`config.mk`:
```
export PLATFORM = sky130hd
export DESIGN_NAME = seq_chunk_adder_flat
export DESIGN_NICKNAME = d
export VERILOG_FILES = /design/src/rtl/seq_chunk_adder_pkg.sv /design/src/rtl/seq_chunk_adder_if.sv /design/src/rtl/seq_chunk_adder_chunk_adder.sv /design/src/rtl/seq_chunk_adder.sv /design/src/flat_wrapper.sv
export SDC_FILE = /design/constraint.sdc
export NUM_CORES = 1
export LEC_CHECK = 0
export CORE_ASPECT_RATIO = 1.1
export CORE_UTILIZATION = 50
export CTS_CLUSTER_SIZE = 30
export DETAILED_ROUTE_END_ITERATION = 10
export GPL_ROUTABILITY_DRIVEN = 0
export GPL_TIMING_DRIVEN = 0
export HOLD_SLACK_MARGIN = 0.1
export PLACE_DENSITY = 0.81
export SLEW_MARGIN = 25
export SYNTH_ARGS = -nofsm -noshare
export SYNTH_HDL_FRONTEND = slang
export SYNTH_SLANG_ARGS = --single-unit
```
`constraint.sdc`:
```
create_clock -name clk -period 5 [get_ports clk]
set_input_delay 1 -clock clk [delete_from_list [all_inputs] [get_ports clk]]
set_output_delay 1 -clock clk [all_outputs]
set_load 0.005 [all_outputs]
```
`src/rtl/seq_chunk_adder_pkg.sv`:
```
`default_nettype none
// ============================================================================
// Module   : adder_pkg
// Brief    : Shared state encoding and sizing helpers for seq_chunk_adder.
// Revision : 1.0
// ============================================================================
package adder_pkg;

    typedef enum logic [1:0] {
        IDLE = 2'd0,
        RUN  = 2'd1,
        DONE = 2'd2
    } state_t;

    function automatic int calc_nch(input int width, input int chunk);
        return width / chunk;
    endfunction

    // A single-chunk configuration still needs a 1-bit counter.
    function automatic int cnt_width(input int nch);
        return (nch <= 1) ? 1 : $clog2(nch);
    endfunction

endpackage : adder_pkg
`default_nettype wire

```
`src/rtl/seq_chunk_adder_if.sv`:
```
`default_nettype none
// ============================================================================
// Module   : seq_chunk_adder_if
// Brief    : Request/result handshake bundle of the sequential chunk adder.
// Revision : 1.0
// ============================================================================
interface seq_chunk_adder_if #(
    parameter int WIDTH = 15
);
    logic             in_valid;
    logic             in_ready;
    logic [WIDTH-1:0] a;
    logic [WIDTH-1:0] b;
    logic             cin;
    logic             sub;
    logic             out_valid;
    logic             out_ready;
    logic [WIDTH-1:0] sum;
    logic             cout;
    logic             ovf;
    logic             zero;

    modport master (
        output in_valid, a, b, cin, sub, out_ready,
        input  in_ready, out_valid, sum, cout, ovf, zero
    );

    modport slave (
        input  in_valid, a, b, cin, sub, out_ready,
        output in_ready, out_valid, sum, cout, ovf, zero
    );
endinterface : seq_chunk_adder_if
`default_nettype wire

```
`src/rtl/seq_chunk_adder_chunk_adder.sv`:
```
`default_nettype none
// ============================================================================
// Module   : chunk_adder
// Brief    : Combinational ripple-carry adder over one CHUNK-bit slice.
// Revision : 1.0
// ============================================================================
module chunk_adder #(
    parameter int CHUNK = 5
) (
    input  wire logic [CHUNK-1:0] a,
    input  wire logic [CHUNK-1:0] b,
    input  wire logic             cin,
    output logic      [CHUNK-1:0] sum,
    output logic                  cout,
    output logic                  cmsb
);
    logic [CHUNK:0] w_carry;

    assign w_carry[0] = cin;

    for (genvar i = 0; i < CHUNK; i++) begin : g_fa
        assign sum[i]       = a[i] ^ b[i] ^ w_carry[i];
        assign w_carry[i+1] = (a[i] & b[i]) | (w_carry[i] & (a[i] ^ b[i]));
    end

    assign cout = w_carry[CHUNK];
    // Carry entering the top bit; the parent uses it for signed overflow.
    assign cmsb = w_carry[CHUNK-1];

endmodule : chunk_adder
`default_nettype wire

```
`src/rtl/seq_chunk_adder.sv`:
```
`default_nettype none
// ============================================================================
// Module   : seq_chunk_adder
// Brief    : Multi-cycle adder/subtractor processing CHUNK bits per clock.
// Revision : 1.0
// ============================================================================
module seq_chunk_adder
    import adder_pkg::*;
#(
    parameter int WIDTH = 15,
    parameter int CHUNK = 5
) (
    input  wire logic        clk,
    input  wire logic        rst_n,
    seq_chunk_adder_if.slave bus
);
    localparam int NCH = calc_nch(WIDTH, CHUNK);
    localparam int CW  = cnt_width(NCH);

    if (WIDTH < 2 || CHUNK < 1 || (WIDTH % CHUNK) != 0) begin : g_param_check
        $error("seq_chunk_adder: WIDTH must be >= 2 and a multiple of CHUNK >= 1");
    end

    state_t            r_state;
    state_t            w_state_nxt;
    logic [CW-1:0]     r_cnt;
    logic              r_carry;
    logic [WIDTH-1:0]  r_a;
    logic [WIDTH-1:0]  r_b;
    logic [WIDTH-1:0]  r_sum;
    logic              r_cout;
    logic              r_ovf;
    logic              r_zero;

    logic [CHUNK-1:0]  w_a_cur;
    logic [CHUNK-1:0]  w_b_cur;
    logic [CHUNK-1:0]  w_sum_ch;
    logic              w_cout_ch;
    logic              w_cmsb_ch;
    logic [WIDTH-1:0]  w_sum_nxt;
    logic              w_last;
    logic              w_accept;

    assign w_last   = (r_cnt == CW'(NCH - 1));
    assign w_accept = (r_state == IDLE) && bus.in_valid;

    // Select the active slice and splice its sum into the running result.
    always_comb begin
        w_a_cur   = '0;
        w_b_cur   = '0;
        w_sum_nxt = r_sum;
        for (int i = 0; i < NCH; i++) begin
            if (r_cnt == CW'(i)) begin
                w_a_cur                        = r_a[i*CHUNK +: CHUNK];
                w_b_cur                        = r_b[i*CHUNK +: CHUNK];
                w_sum_nxt[i*CHUNK +: CHUNK]    = w_sum_ch;
            end
        end
    end

    chunk_adder #(
        .CHUNK (CHUNK)
    ) u_chunk_adder (
        .a    (w_a_cur),
        .b    (w_b_cur),
        .cin  (r_carry),
        .sum  (w_sum_ch),
        .cout (w_cout_ch),
        .cmsb (w_cmsb_ch)
    );

    always_ff @(posedge clk or negedge rst_n) begin
        if (!rst_n) begin
            r_state <= IDLE;
        end else begin
            r_state <= w_state_nxt;
        end
    end

    always_comb begin
        w_state_nxt = r_state;
        case (r_state)
            IDLE:    if (bus.in_valid)  w_state_nxt = RUN;
            RUN:     if (w_last)        w_state_nxt = DONE;
            DONE:    if (bus.out_ready) w_state_nxt = IDLE;
            default:                    w_state_nxt = IDLE;
        endcase
    end

    always_ff @(posedge clk or negedge rst_n) begin
        if (!rst_n) begin
            r_cnt   <= '0;
            r_carry <= 1'b0;
            r_a     <= '0;
            r_b     <= '0;
            r_sum   <= '0;
            r_cout  <= 1'b0;
            r_ovf   <= 1'b0;
            r_zero  <= 1'b0;
        end else if (w_accept) begin
            // Subtraction is a + ~b + 1, so b is inverted once at capture.
            r_a     <= bus.a;
            r_b     <= bus.b ^ {WIDTH{bus.sub}};
            r_carry <= bus.sub ? 1'b1 : bus.cin;
            r_cnt   <= '0;
        end else if (r_state == RUN) begin
            r_sum   <= w_sum_nxt;
            r_carry <= w_cout_ch;
            r_cnt   <= r_cnt + CW'(1);
            if (w_last) begin
                r_cout <= w_cout_ch;
                r_ovf  <= w_cmsb_ch ^ w_cout_ch;
                r_zero <= (w_sum_nxt == '0);
            end
        end
    end

    assign bus.in_ready  = (r_state == IDLE);
    assign bus.out_valid = (r_state == DONE);
    assign bus.sum       = r_sum;
    assign bus.cout      = r_cout;
    assign bus.ovf       = r_ovf;
    assign bus.zero      = r_zero;

endmodule : seq_chunk_adder
`default_nettype wire

```
`src/flat_wrapper.sv`:
```
// flat-port wrapper written by rule: the top's interface ports become plain ports
module seq_chunk_adder_flat import adder_pkg::*;
#(
    parameter int WIDTH = 15,
    parameter int CHUNK = 5
)
  (clk, rst_n, bus_in_valid, bus_a, bus_b, bus_cin, bus_sub, bus_out_ready, bus_in_ready, bus_out_valid, bus_sum, bus_cout, bus_ovf, bus_zero);
  seq_chunk_adder_if #(.WIDTH(WIDTH)) bus_i ();
  input  wire logic clk;
  input  wire logic rst_n;
  input wire logic [$bits(bus_i.in_valid)-1:0] bus_in_valid;
  input wire logic [$bits(bus_i.a)-1:0] bus_a;
  input wire logic [$bits(bus_i.b)-1:0] bus_b;
  input wire logic [$bits(bus_i.cin)-1:0] bus_cin;
  input wire logic [$bits(bus_i.sub)-1:0] bus_sub;
  input wire logic [$bits(bus_i.out_ready)-1:0] bus_out_ready;
  output wire logic [$bits(bus_i.in_ready)-1:0] bus_in_ready;
  output wire logic [$bits(bus_i.out_valid)-1:0] bus_out_valid;
  output wire logic [$bits(bus_i.sum)-1:0] bus_sum;
  output wire logic [$bits(bus_i.cout)-1:0] bus_cout;
  output wire logic [$bits(bus_i.ovf)-1:0] bus_ovf;
  output wire logic [$bits(bus_i.zero)-1:0] bus_zero;
  assign bus_i.in_valid = bus_in_valid;
  assign bus_i.a = bus_a;
  assign bus_i.b = bus_b;
  assign bus_i.cin = bus_cin;
  assign bus_i.sub = bus_sub;
  assign bus_i.out_ready = bus_out_ready;
  assign bus_in_ready = bus_i.in_ready;
  assign bus_out_valid = bus_i.out_valid;
  assign bus_sum = bus_i.sum;
  assign bus_cout = bus_i.cout;
  assign bus_ovf = bus_i.ovf;
  assign bus_zero = bus_i.zero;
  seq_chunk_adder #(.WIDTH(WIDTH), .CHUNK(CHUNK)) u_core (.clk(clk), .rst_n(rst_n), .bus(bus_i));
endmodule
```
# == Word-level counts from Yosys, hierarchy flattened ==
# Cells that the tools add are included.
# classes
n_eq_ne,7
n_addsub,1
n_mux,18
bitwise_logic,28
reduce_logical,8
# op_table
op,count
2-to-1 mux 5 bit,9
logical NOT 15 bit,1
XOR 15 bit,1
XOR 1 bit,11
bitwise AND 1 bit,10
2-to-1 mux 2 bit,5
case mux 2 bit (3 select lines),1
AND reduction 3 bit,2
bitwise OR 1 bit,5
"equality test 2 x 1 -> 1 bit, second input constant",2
"equality test 2 bit, second input constant",2
logical NOT 2 bit,2
"inequality test 2 bit, second input constant",2
2-to-1 mux 1 bit,3
"adder 2 x 1 -> 2 bit, second input constant",1
"inequality test 2 x 1 -> 1 bit, second input constant",1
AND reduction 2 bit,1
nonzero test 2 bit,1
logical AND 1 bit,1
inverter 1 bit,1
# word_totals
in_bits,36
wordCells,71
register_bits,53
output_inout_bits,20

# == Depth between registers and ports, before layout ==
# Gate-level depths: netlist of run 1.
# depth
depth_word,17
depth_mapped,18
mapped_depth_nobuf,17

# == Modules after synthesis ==
# From an unflattened synthesis of run 1, not the netlist that was laid out.
# hier_totals
cells_unflattened,256
area_unflattened_um2,2568.7
# modules_own_cells
module,area_per_inst_um2,instances,cells_per_inst,seq_area_each_um2
seq_chunk_adder,2431.1,1,241,1326.3
chunk_adder,137.6,1,15,0.0

# == Worst setup path after synthesis of run 1 ==
# No wires, ideal clock.
# synth_timing
kind,reg-to-reg
from,register u_core.r_cnt[0]
to,register u_core.r_zero (netlist: u_core.bus.zero)
synth_period_minus_slack_ns,4.091
arrival_ns,4.014
path_stages_with_launch,19
setup_time_ns,0.076
required_time_ns,4.924
n_path_buf,1
setup_slack_ns,0.909
cell_sequence,dfrtp_1 > inv_1 > ha_1 > buf_1 > nand3b_1 > a21oi_1 > a21oi_1 > fa_1 > inv_1 > fa_1 > inv_1 > fa_1 > fa_1 > inv_1 > fa_1 > nor2b_1 > mux2i_1 > or4_1 > o21ai_1
# synth_via
elab_chain_len,16
elab_cells_between_ends,36
cone_classes,eq/ne (2); mux (9); bitwise (22); reduce/logical (3)
# synth_rtl
item,line,rtl
from (decl),seq_chunk_adder.sv:26,logic [CW-1:0] r_cnt;
from (signal assigned),seq_chunk_adder.sv:109,r_cnt <= r_cnt + CW'(1);
logical NOT 2 bit,seq_chunk_adder.sv:53,if (r_cnt == CW'(i)) begin
2-to-1 mux 5 bit (3 in series),seq_chunk_adder.sv:53,
XOR 1 bit,"seq_chunk_adder_chunk_adder.sv:22, seq_chunk_adder_chunk_adder.sv:23",
bitwise AND 1 bit,seq_chunk_adder_chunk_adder.sv:23,assign w_carry[i+1] = (a[i] & b[i]) | (w_carry[i] & (a[i] ^ b[i]));
bitwise OR 1 bit,seq_chunk_adder_chunk_adder.sv:23,
bitwise AND 1 bit,seq_chunk_adder_chunk_adder.sv:23,
bitwise OR 1 bit,seq_chunk_adder_chunk_adder.sv:23,
bitwise AND 1 bit,seq_chunk_adder_chunk_adder.sv:23,
bitwise OR 1 bit,seq_chunk_adder_chunk_adder.sv:23,
bitwise AND 1 bit,seq_chunk_adder_chunk_adder.sv:23,
bitwise OR 1 bit,seq_chunk_adder_chunk_adder.sv:23,
XOR 1 bit,seq_chunk_adder_chunk_adder.sv:22,assign sum[i] = a[i] ^ b[i] ^ w_carry[i];
2-to-1 mux 5 bit,seq_chunk_adder.sv:53,
logical NOT 15 bit,seq_chunk_adder.sv:113,r_zero <= (w_sum_nxt == '0);
to (signal assigned),seq_chunk_adder.sv:113,
to (decl),seq_chunk_adder.sv:33,logic r_zero;
# Parallel ways exist; a longest one is shown, timed or not.
# A chain may end at the register's enable or synchronous reset.

# == Worst setup path after layout of run 1 ==
# Same ends and word-level chain as after synthesis.

==> results of run 1 <==
==> synth_stat cells <==
library cell | n | area, µm²
or2b_1 | 1 | 7.510
nor2b_4 | 1 | 13.76
nor3_1 | 1 | 5.000
buf_2 | 4 | 20.02
xnor2_1 | 15 | 131.4
buf_1 | 1 | 3.750
mux2i_1 | 1 | 10.01
a21oi_1 | 16 | 80.08
inv_1 | 7 | 26.28
nand2_2 | 1 | 6.260
fa_1 | 5 | 100.1
nand3_1 | 1 | 5.000
or4_1 | 1 | 7.510
nor4_1 | 1 | 6.260
nand2_1 | 90 | 337.8
ha_1 | 3 | 37.54
clkbuf_1 | 10 | 37.54
nor2b_1 | 1 | 6.260
nand3b_1 | 7 | 52.55
nor2_1 | 7 | 26.28
o21ai_0 | 33 | 165.2
xor2_1 | 1 | 8.760
and2_1 | 1 | 6.260
o2111ai_1 | 1 | 8.760
o31ai_1 | 1 | 7.510
nand2b_1 | 2 | 12.51
mux2_2 | 7 | 78.83
o311ai_0 | 1 | 8.760
o21ai_1 | 1 | 5.000
dfrtp_1 | 53 | 1326
==> area by class of cell <==
cell class	count	area (µm²)
clock inverters	3	65.06
clock buffers	5	68.82
well taps	56	70.07
multi-input cells	200	1135
fillers	385	1491
inverters	7	26.28
flip-flops and latches	53	1326
repair buffers	54	538.0
plain buffers	15	61.31
==> per-layer routing <==
layer	routed length, µm	part of all wire (%)	up-vias	GRT usage [%]
met2	2704	50	74	38.08
met3	275	5.1	5	3.679
li1	-	-	1009	-
met5	0	0	-	0
met4	71	1.3	0	7.200
met1	2308	43	975	28.47
==> worst max path at each step <==
stage / start / to / slack (ns) / depth (start not counted)
5_1_grt: u_core.r_cnt[0] / u_core.bus.zero / 0.07 / 18
3_3_place_gp: u_core.r_cnt[0] / u_core.bus.zero / 0.52 / 18
3_5_place_dp: u_core.r_cnt[0] / u_core.bus.zero / 0.44 / 18
6_report: u_core.r_cnt[0] / u_core.bus.zero / 0.38 / 18
4_1_cts: u_core.r_cnt[0] / u_core.bus.zero / 0.38 / 18
2_1_floorplan: u_core.r_cnt[0] / u_core.bus.zero / 0.91 / 18
==> power by group through the flow <==
stage / registers, mW / clock network [mW] / logic (mW)
after detailed placement: 0.758 / 0 / 1.04
after CTS: 0.751 / 0.340 / 1.05
after global placement: 0.750 / 0 / 1.00
after floorplan: 0.734 / 0 / 0.661
after global routing: 0.775 / 0.359 / 1.18
final: 0.752 / 0.335 / 1.04
==> cells by family after synthesis <==
group | share of synthesized area [%]
xor+xnor | 5.499
mux | 3.486
flops | 52.04
compound gates | 10.80
simple gates | 19.34
fa+ha+maj | 5.400
buf+inv | 3.437
==> stage by stage <==
step                      utilization (%)  hold WS, ns  worst slack, ns
final                               68.81       0.4835           0.3819
after global routing                68.81       0.5056          0.07281
after CTS                           68.81       0.4888           0.3818
after detailed placement            66.01       0.4671           0.4443
after global placement              66.06       0.4599           0.5228
after floorplan                         -       0.4455           0.9092
==> flip-flops by register name (all words and copies together) (netlist names) <==
register,cells
u_core.r_cnt,2
u_core.bus.zero,1
u_core.r_a,15
u_core.bus.cout,1
u_core.bus.ovf,1
u_core.bus.sum,15
u_core.r_carry,1
u_core.r_b,15
u_core.r_state,2
==> critical path: cells and delay by family, from the launching register on <==
family | cells | cell delay (ns)
flops | 1 | 0.43
simple gates | 3 | 0.79
compound gates | 3 | 0.40
buf+inv | 5 | 0.76
mux | 1 | 0.08
fa+ha+maj | 6 | 2.07
==> summary.txt, run 1 <==
Status
  – Status: finished clean

Placement
  – Area post-placement: 3157 µm²
  – Post-DP HPWL: 3.959 mm
  – Port bufs: 54
  – Dpl cells: 385

Drt
  – Pre-Repair DR Iteration Count: 4
  – Final WL: 5.359 mm
  – Post-DRT Antenna Nets: 0
  – Post-DR vias/cell: 5.249
  – DRC Markers: 0
  – Iter 0 DRT Violations: 151
  – Wirelength per Cell: 13.64 µm
  – DR vias: 2063

Critical path
  – RR Startpoint: u_core.r_cnt[0]
  – CP startpoint kind: flop
  – WS Path Type: reg -> reg
  – CP most frequent cell: fa_1
  – Crit-path cells: inv_1 -> ha_1 -> buf_1 -> nand3b_1 -> a21oi_1 -> a21oi_1 -> fa_1 -> inv_1 -> fa_1 -> inv_1 -> fa_1 -> fa_1 -> inv_1 -> fa_1 -> nor2b_1 -> mux2i_1 -> or4_1 -> o21ai_1
  – RR Endpoint: u_core.bus.zero
  – Crit-path max cell delay: 0.49 ns
  – Crit-path slowest cell: or4_1
  – Flop-to-flop setup slack: 0.38 ns
  – R2R cell count: 18
  – Worst EP required: 5.24 ns
  – Crit-path max FO: 10
  – Worst Path Arrival: 4.86 ns
  – Critical Path End Type: flop

Power and ir drop
  – Worst-case vdd ir drop: 303.6 µV
  – Cell-internal power: 1.303 mW
  – Clk pwr share: 15.7%
  – P_leak: 1.471 nW
  – Sw Pwr: 825.7 µW
  – PD cells: 646.8 nW/µm²
  – Comb power frac: 48.9%
  – Power Total: 2.128 mW
  – Sw frac: 38.80%
  – Seq pwr share: 35.3%

Die
  – Starting Density: 53.30%
  – Die W: 70.08 µm
  – Top-Level Pins: 56
  – Height of the die: 76.88 µm
  – Core area: 4782 µm²
  – Area of the die: 5387 µm²
  – Placement Rows: 26

Final layout
  – Most common cell after layout, fill and taps aside: nand2_1
  – Synth-to-Final Area Change: 29.11%
  – Share of layout cells above drive strength 1: 6.528%
  – Post-route cell area: 3291 µm²
  – Final nets: 380
  – Antenna diode count: 0
  – Highest-count cells in the layout ignoring fill and taps: 90 x nand2_1, 53 x clkdlybuf4s50_1, 53 x dfrtp_1, 33 x o21ai_0, 16 x a21oi_1
  – Fin cells: 393

STA
  – Worst slew margin: 56.74%
  – Clock skew: 0.003944 ns
  – Final setup viols: 0
  – Final period util: 92.36%
  – Final Max Tran Viols: 0
  – Final setup TNS: 0 ns
  – RSZ-0062 raised after global routing: no
  – Max Freq: 216.5 MHz
  – Hold Fails Final Rpt: 0
  – Tmin final: 4.618 ns
  – Slew @ Worst Pin: 0.6489 ns

Clock network
  – H-tree depth: 2
  – Clock slew at reported path FFs: 0.09 ns
  – CTS Buffer Depth: 2
  – Clk sinks: 53
  – Clk_lat worst skew: 0.31 ns
  – CTS tree: built
  – Hold buffers post-CTS: 0
  – Clock Root Buffer: clkbuf_8
  – Post_cts resized: 0
  – CTS buffer count: 5
  – Post-CTS Setup Repair Bufs: 0

Min path
  – Hold Path Stages: 2
  – Worst hold path endpoint: u_core.bus.sum[13]
  – Beginning of the worst hold path: u_core.bus.sum[13]
  – Min-Delay Path Class: reg -> reg

Global route
  – Gr ovfl total: 0
  – First-pass GRT wire length: 9.501 mm
  – Tot GR Track Use: 22.17%
  – Initial antenna violation count: 0
  – Largest net degree at the start of global routing: 54
  – Vias in the first global route: 2061

Yosys
  – #FFs+latches synth: 53
  – Synth Warn #: 0
  – Sequential fraction of the synthesis area: 52.04%
  – Post-synthesis instance total: 275
  – Unique masters post-synth: 30
  – Syn avg cell area: 9.268 µm²
  – Mapped cell area: 2549 µm²
  – Syn nets: 319

Run
  – Max Cap Viol: 0
(Power assumes the default switching activity.)
==> run 2, diff against run 1 <==
==> constraint.sdc (replaced) <==
create_clock -name clk -period 5 [get_ports clk]
set_input_delay 1.25 -clock clk [delete_from_list [all_inputs] [get_ports clk]]
set_output_delay 1.25 -clock clk [all_outputs]
set_load 0.005 [all_outputs]
==> results of run 2 <==
The final DEF is identical to that of run 1. Status: finished clean.
